<file path="src/rtl/hazard_ctrl.sv">
// Pipeline hazard controller: load-use stalls, redirect flushes and data-memory freeze with
// a wait timeout. Outputs are Mealy on the registered state and current inputs.
module hazard_ctrl #(
  parameter int unsigned FLUSH_CYCLES = 1,
  parameter int unsigned MAX_MEM_WAIT = 15,
  parameter int unsigned CNT_W        = 16
) (
  input  logic             clock,
  input  logic             reset,
  input  logic             id_valid,
  input  logic [4:0]       id_rs,
  input  logic [4:0]       id_rt,
  input  logic             id_uses_rt,
  input  logic             ex_mem_read,
  input  logic [4:0]       ex_rt,
  input  logic             ex_redirect,
  input  logic             mem_busy,
  output logic             pc_write,
  output logic             if_id_write,
  output logic             if_id_flush,
  output logic             id_ex_bubble,
  output logic             id_ex_hold,
  output logic             mem_timeout,
  output logic [1:0]       state,
  output logic [CNT_W-1:0] stall_count
);

  localparam int unsigned FcW = (FLUSH_CYCLES > 1) ? $clog2(FLUSH_CYCLES) : 1;
  localparam int unsigned WcW = $clog2(MAX_MEM_WAIT + 1);
  localparam logic [FcW-1:0] FlushReload = FcW'(FLUSH_CYCLES - 1);
  localparam logic [WcW-1:0] WaitMax     = WcW'(MAX_MEM_WAIT);

  typedef enum logic [1:0] {
    StRun     = 2'b00,
    StFlush   = 2'b01,
    StMemWait = 2'b10,
    StTimeout = 2'b11
  } state_e;

  state_e           state_q, state_d, ret_q, ret_d, eff;
  logic [FcW-1:0]   flush_cnt_q, flush_cnt_d;
  logic [WcW-1:0]   wait_cnt_q, wait_cnt_d;
  logic [CNT_W-1:0] stall_count_q;
  logic             pc_w, ifw, flush, bubble, hold, tmo;
  logic             load_use;

  assign load_use = id_valid & ex_mem_read & (ex_rt != 5'd0) &
                    ((ex_rt == id_rs) | (id_uses_rt & (ex_rt == id_rt)));

  always_comb begin
    state_d     = state_q;
    ret_d       = ret_q;
    flush_cnt_d = flush_cnt_q;
    wait_cnt_d  = wait_cnt_q;
    pc_w        = 1'b1;
    ifw         = 1'b1;
    flush       = 1'b0;
    bubble      = 1'b0;
    hold        = 1'b0;
    tmo         = 1'b0;
    eff         = state_q;
    // The cycle memory releases is already live and behaves as the interrupted state.
    if (state_q == StMemWait && !mem_busy) begin
      eff        = ret_q;
      state_d    = ret_q;
      wait_cnt_d = '0;
    end
    case (eff)
      StRun, StFlush: begin
        if (mem_busy) begin
          pc_w       = 1'b0;
          ifw        = 1'b0;
          hold       = 1'b1;
          ret_d      = eff;
          wait_cnt_d = WcW'(1);
          state_d    = (MAX_MEM_WAIT == 1) ? StTimeout : StMemWait;
        end else if (ex_redirect) begin
          flush  = 1'b1;
          bubble = 1'b1;
          if (FLUSH_CYCLES > 1) begin
            state_d     = StFlush;
            flush_cnt_d = FlushReload;
          end else begin
            state_d = StRun;
          end
        end else if (eff == StFlush) begin
          flush       = 1'b1;
          bubble      = 1'b1;
          flush_cnt_d = flush_cnt_q - FcW'(1);
          state_d     = (flush_cnt_q == FcW'(1)) ? StRun : StFlush;
        end else if (load_use) begin
          pc_w    = 1'b0;
          ifw     = 1'b0;
          bubble  = 1'b1;
          state_d = StRun;
        end else begin
          state_d = StRun;
        end
      end
      StMemWait: begin
        pc_w       = 1'b0;
        ifw        = 1'b0;
        hold       = 1'b1;
        wait_cnt_d = wait_cnt_q + WcW'(1);
        if (wait_cnt_d == WaitMax) state_d = StTimeout;
      end
      StTimeout: begin
        pc_w = 1'b0;
        ifw  = 1'b0;
        hold = 1'b1;
        tmo  = 1'b1;
      end
      default: ;
    endcase
  end

  // Force reset values onto the outputs while reset is held, regardless of inputs.
  assign pc_write     = pc_w | ~reset;
  assign if_id_write  = ifw | ~reset;
  assign if_id_flush  = flush & reset;
  assign id_ex_bubble = bubble & reset;
  assign id_ex_hold   = hold & reset;
  assign mem_timeout  = tmo & reset;
  assign state        = state_q;
  assign stall_count  = stall_count_q;

  always_ff @(posedge clock or negedge reset) begin
    if (!reset) begin
      state_q       <= StRun;
      ret_q         <= StRun;
      flush_cnt_q   <= '0;
      wait_cnt_q    <= '0;
      stall_count_q <= '0;
    end else begin
      state_q     <= state_d;
      ret_q       <= ret_d;
      flush_cnt_q <= flush_cnt_d;
      wait_cnt_q  <= wait_cnt_d;
      if (!pc_write && stall_count_q != {CNT_W{1'b1}}) begin
        stall_count_q <= stall_count_q + CNT_W'(1);
      end
    end
  end

endmodule
</file>
<file path="config.mk">
export PLATFORM = sky130hd
export DESIGN_NAME = hazard_ctrl
export DESIGN_NICKNAME = d
export VERILOG_FILES = /design/src/rtl/hazard_ctrl.sv
export SDC_FILE = /design/constraint.sdc
export NUM_CORES = 1
export LEC_CHECK = 0
export ABC_CLOCK_PERIOD_IN_PS = 3500
export CAP_MARGIN = 20
export CELL_PAD_IN_SITES_DETAIL_PLACEMENT = 0
export CELL_PAD_IN_SITES_GLOBAL_PLACEMENT = 2
export CORE_AREA = 4 4 78 80
export CTS_BUF_LIST = sky130_fd_sc_hd__clkbuf_8
export CTS_CLUSTER_DIAMETER = 60
export CTS_CLUSTER_SIZE = 40
export DETAILED_ROUTE_END_ITERATION = 6
export DIE_AREA = 0 0 82 84
export GPL_ROUTABILITY_DRIVEN = 0
export PLACE_DENSITY_LB_ADDON = 0.25
export RECOVER_POWER = 25
export SKIP_CTS_REPAIR_TIMING = 1
export SYNTH_ARGS = -nofsm -noshare
export SYNTH_HDL_FRONTEND = slang
export SYNTH_SLANG_ARGS = --single-unit
</file>
<file path="constraint.sdc">
create_clock -name clock -period 3.5 [get_ports clock]
set_input_delay 0.875 -clock clock [delete_from_list [all_inputs] [get_ports clock]]
set_output_delay 0.875 -clock clock [all_outputs]
set_load 0.1 [all_outputs]
</file>
==> impl_metrics.yaml <==
outcome:
  outcome: "finished clean"
timing:
  fin_crit_ns: 3.45
  slew-limit-headroom_pct: 65.2
  whs_ns: 0.497
  rsz0062_at_grt: "false"
  maxSlewViolCount: 0
  fmax_mhz: 290
  tightest_slew_ns: 0.517
  fin_crit_sh_pct: 98.6
  finalHoldViolCount: 0
  finalSetupViolCount: 0
  finalClockSkew_ns: 0.00882
placement:
  io_buffers: 45
  dpl.hpwl_microns: 3080
yosys:
  seq_area_frac_synth_pct: 41.1
  ys_warn_count: 0
  synth-seq-cells: 25
  synth_area_sq_um: 1520
  synth_top_area_share_pct: 41.1
  synth_area_leaders: "dfrtp_1, xor2_1, xnor2_1, nand2_1, nor3_1"
  synthCells: 155
  avgSynthCellArea_sq_um: 9.83
  synth.largest_area_cell: "dfrtp_1"
  syn-num-nets: 180
  synth_cell_types: 42
setup_path:
  slowest_stage: "clkdlybuf4s50_1"
  slowest_delay_ns: 0.42
  crit_end: "if_id_write"
  path_delay_family: "compound AO/OA/AOI/OAI gates"
  required_ns: 2.62
  cp.depth: 5
  cp_max_fo: 4
  cp.buffers_inverters: 2
  rr_endpoint: "stall_count[1]"
  arrival_ns: 2.58
  start_kind: "primary input"
  timing.rr.start: "state[1]"
  rr_worst_depth: 7
  end_kind: "primary output"
  crit_path_cell_trace: "clkdlybuf4s50_1 > or3_1 > o311a_4 > a41oi_4 > buf_12"
  worstSetupPathType: "primary input to primary output"
  critPathLaunch: "ex_rt[0]"
  reg2reg_slack_ns: 1.24
cells_and_area:
  final_util_pct: 40.2
  drive_gt1_share_pct: 24.5
  nets: 234
  final_common_cell: "buf_4"
  final_cell_mix: "buf_4, dfrtp_1, clkdlybuf4s50_1, nand2_1, xor2_1"
  syn_to_final_growth_pct: 42.7
  antenna_cells: 0
die:
  io_pins: 46
  die-height_microns: 84
  die_area_sq_um: 6890
  start_util_pct: 28.2
  placeableCoreArea_sq_um: 5410
  die_x_microns: 82
  rows: 27
routing:
  routed_wl_microns: 3860
  vias: 1288
  drt_iter0_markers: 63
  postRouteAntennaNets: 0
  avgRoutedWirePerCell_microns: 13.8
  drt-vias-per-instance: 4.60
  drt-pass1-iter-count: 4
  drc: 0
global_route:
  grt_max_degree: 29
  first_global_vias: 1348
  grt_pass1_wl_microns: 6440
  globalRouteTotalUtil_pct: 11.8
  antenna_found_initial: 0
  grt_overflow_total: 0
worst_hold_path:
  hp-class: "register to register"
cts:
  cts_num_sinks: 25
  path_clk_slew_ns: 0.09
  cts_buffers: 3
  cts_max_path_buffers: 2
  insertion_delay_ns: 0.27
  h-tree-depth: 1
  cts-root-buf: "clkbuf_8"
  cts_tree: "done"
power:
  power_density_nw_per_um2: 536
  p_leak_uw: 0.000944
  ir_worst_vdd_mv: 0.744
flow_run:
  drv_cap: 0
[worst min path at each step]
stage,start,to,cells after the start
floorplan,flush_cnt_q,flush_cnt_q,1
global placement,stall_count[13],stall_count[13],1
detailed placement,flush_cnt_q,flush_cnt_q,1
CTS,flush_cnt_q,flush_cnt_q,1
global route,stall_count[13],stall_count[13],1
finish,flush_cnt_q,flush_cnt_q,1
[cells by family after synthesis]
group	count (synthesis)	synth area share [%]
multiplexers	2	1.72
adder cells (fa/ha/maj)	3	2.46
AND/OR/NAND/NOR	65	22.7
flip-flops	25	41.1
buffers and inverters	10	3.20
AO/OA/AOI/OAI	23	13.4
XOR/XNOR	27	15.5
[registers in the layout, summed over array words and instances, names as in the netlist]
signal       count
flush_cnt_q      1
wait_cnt_q       4
ret_q            2
state            2
stall_count     16
[per-layer routing]
metal	track usage (%)	part of all wire, %
met5	0	0
met4	3.47	0.83
met3	2.16	2.8
met2	19.0	50
met1	16.0	46
[where the power goes]
group	leakage, uW	switching, uW	internal (uW)	total, uW
logic	0.000610	427	152	579
registers	0.000313	68.6	336	405
clock network	0.0000217	100	80.8	181
total	0.000944	596	569	1170
[metrics by stage]
| stage | TNS (ns) | total power [uW] | std cells | instance area, sq um | setup WS [ns] |
|---|---|---|---|---|---|
| global route | 0 | 1230 | 280 | 2170 | 0.00282 |
| CTS | -0.0297 | 1180 | 280 | 2170 | -0.0150 |
| finish | 0 | 1170 | 280 | 2170 | 0.0480 |
| detailed placement | -0.0101 | 991 | 276 | 2120 | -0.00507 |
| global placement | 0 | 987 | 276 | 2120 | 0.00993 |
| floorplan | 0 | 830 | 155 | 1530 | 0.00354 |
[synthesized netlist by cell type]
| cell type | instances |
|---|---|
| nor3_2 | 1 |
| buf_4 | 1 |
| dfrtp_1 | 25 |
| buf_6 | 1 |
| a311oi_4 | 1 |
| nand3_1 | 8 |
| o21a_1 | 2 |
| and3_1 | 2 |
| inv_2 | 1 |
| nor2b_1 | 1 |
| o22ai_1 | 1 |
| nand3b_1 | 1 |
| o22a_1 | 2 |
| and4_1 | 1 |
| o311a_4 | 1 |
| a41oi_4 | 1 |
| o21ai_0 | 6 |
| inv_1 | 6 |
| nand4_1 | 4 |
| nor2_2 | 1 |
| and2b_1 | 1 |
| nand2b_1 | 2 |
| o211ai_1 | 1 |
| nor4_4 | 1 |
| a31oi_1 | 1 |
| or3_1 | 1 |
| xnor2_1 | 12 |
| mux2_4 | 1 |
| xor2_1 | 15 |
| and2b_2 | 1 |
| nor2_1 | 11 |
| clkbuf_1 | 1 |
| nor3_1 | 9 |
| nor4_1 | 3 |
| nand2_1 | 16 |
| o21ba_2 | 1 |
| a21oi_1 | 4 |
| ha_1 | 3 |
| o221ai_1 | 1 |
| a21boi_0 | 1 |
| mux2_2 | 1 |
| nor3b_1 | 1 |
[layout make-up]
type                    count  area, sq um
clock inverters             1         7.51
flip-flops and latches     25          627
clock buffers               3         41.3
well taps                  72         90.1
inverters                   7         26.3
multi-input cells         120          865
repair buffers             52          518
fillers                   559         3230
[worst reg2reg max path: stages, from the launching register on]
cell	delay, ns
dfrtp_1	0.49
inv_2	0.10
nor2_1	0.29
a311oi_4	0.20
a41oi_4	0.41
buf_4	0.28
nor2_2	0.08
mux2_4	0.31
(Power assumes the default switching activity.)
==> patch: new RTL, config.mk and constraints unchanged <==
`CNT_W`: 16 -> 12.
--- a/src/rtl/hazard_ctrl.sv
+++ b/src/rtl/hazard_ctrl.sv
@@ -3,7 +3,7 @@
 module hazard_ctrl #(
   parameter int unsigned FLUSH_CYCLES = 1,
   parameter int unsigned MAX_MEM_WAIT = 15,
-  parameter int unsigned CNT_W        = 16
+  parameter int unsigned CNT_W        = 12
 ) (
   input  logic             clock,
   input  logic             reset,
Ports: changed (resized stall_count); port bits go from 46 to 42. The function was not compared with the original's and may differ.
==> patch against the original RTL <==
- clock skew shrank 0.0024 ns
- wire length shrank 14%
- setup slack gained 0.016 ns
- critical endpoint unchanged
- area after synthesis shrank 14%
- via count shrank 12%
- critical path type unchanged
- sequential share of layout area shrank 2.0 points
- sequential cell count shrank 4
- total power shrank 17%
- final area shrank 9.6%
==> patch: results (changes against the original RTL) <==
cells_and_area:
  drive_gt1_share_pct: 27.96  # was 24.52%
  largest_reg_flops: 12  # was 16
  fin_cells: 258  # was 280
  fin_nets: 212  # was 234
global_routing:
  grt.total_usage_pct: 10.34  # was 11.84%
  grt_max_degree: 21  # was 29
  grt_pass1_wl_um: 5595  # was 6444 um
  grt_pass1_vias: 1191  # was 1348
synthesis:
  synth_compound_area_share_pct: 12.05  # was 13.38%
  synth_mux_area_share_pct: 0.8604  # was 1.724%
  ys_types: 33  # was 42
  synthTopCellsByArea: "dfrtp_1 (40%), xnor2_1 (8.7%), xor2_1 (8.0%)"  # was dfrtp_1 (41%), xor2_1 (8.6%), xnor2_1 (6.9%)
  synth_fa_ha_area_share_pct: 2.868  # was 2.463%
  seq_area_frac_synth_pct: 40.15  # was 41.05%
  synth_xor_area_share_pct: 16.73  # was 15.52%
  syn_nets: 158  # was 180
  synth_common_cells: "dfrtp_1 (21), nand2_1 (15), xnor2_1 (13)"  # was dfrtp_1 (25), nand2_1 (16), xor2_1 (15)
  syn_inst: 133  # was 155
placed_design:
  io_buffers: 41  # was 45
  dp_cells: 254  # was 276
  place_ws_ns: 0.006411  # was -0.005070 ns
  hpwl_um: 2666  # was 3084 um
worst_hold_path:
  holdPathEnd: "stall_count[11]$_DFFE_PN0P_"  # was flush_cnt_q$_DFFE_PN0P_
  worstHoldStart: "stall_count[11]$_DFFE_PN0P_"  # was flush_cnt_q$_DFFE_PN0P_
power_and_ir_drop:
  netSwitchingFraction_pct: 49.87  # was 51.13%
  power.leakage_nw: 0.8305  # was 0.9444 nW
  ir_drop_v: 0.0005390  # was 0.0007437 V
setup_path:
  reg2reg_depth: 8  # was 7
  arrival_ns: 2.56  # was 2.58 ns
  r2r_start: "state[1]$_DFF_PN0_"  # unchanged
  regToRegEndpoint: "stall_count[10]$_DFFE_PN0P_"  # was stall_count[1]$_DFFE_PN0P_
  path_max_fanout: 2  # was 4
  r2r_slack_ns: 1.37  # was 1.24 ns
sta:
  post-route-min-period_ns: 3.436  # was 3.452 ns
  skew_ns: 0.006371  # was 0.008818 ns
  tightestPinTransition_ns: 0.4679  # was 0.5165 ns
routing:
  drtIter0Drc: 27  # was 63
  dr.pass1.iters: 2  # was 4
  drt_wl_total_um: 3312  # was 3864 um
  vias_per_cell: 4.403  # was 4.600
outcome:
  status: "finished, final reports clean"  # unchanged
[patch: how the worst max path moves through the flow]
stage | startpoint | end | cells after the start
6_report | ex_rt[1] | if_id_write | 5
5_1_grt | ex_rt[3] | id_ex_bubble | 8
4_1_cts | ex_rt[1] | if_id_write | 5
3_5_place_dp | ex_rt[1] | if_id_write | 5
3_3_place_gp | ex_rt[1] | if_id_write | 5
2_1_floorplan | state[0]$_DFF_PN0_ | pc_write | 6
[patch: critical path, cell delays in order]
cell             delay (ns)
clkdlybuf4s50_1        0.42
or4_4                  0.54
o2111a_2               0.29
a31oi_4                0.22
buf_12                 0.21
[patch: metrics by stage]
stage	area [um^2]	power, mW	hold WS, ns
2_1_floorplan	1334	0.6767	0.4635
3_3_place_gp	1919	0.8158	0.4875
6_report	1966	0.9706	0.5125
4_1_cts	1966	0.9879	0.5183
5_1_grt	1966	1.025	0.5352
3_5_place_dp	1919	0.8169	0.5010
[patch: cells by family after synthesis]
group	after synthesis
buf+inv	10
simple gates	52
fa+ha+maj	3
compound gates	21
mux	1
xor+xnor	25
flops	21
[patch: power by group through the flow]
stage          Combinational, mW  Clock [mW]  Sequential [mW]
2_1_floorplan              0.118           0            0.558
3_3_place_gp               0.484           0            0.332
3_5_place_dp               0.483           0            0.334
4_1_cts                    0.484       0.174            0.330
5_1_grt                    0.501       0.184            0.340
6_report                   0.480       0.162            0.329
[patch: routing by layer]
layer	share of wire, %	up-vias	track usage, %
met5	0	-	0
met4	0.51	0	2.266
met3	2.4	2	2.592
met2	52	15	16.68
met1	45	546	13.72
li1	-	573	-
[patch: final cells by class]
type                    instances  area (um^2)
repair buffers                 52        514.2
well taps                      72        90.09
clock inverters                 1        5.005
flip-flops and latches         21        526.8
inverters                       7        26.28
fillers                       575         3440
clock buffers                   3        41.29
multi-input cells             102        762.0
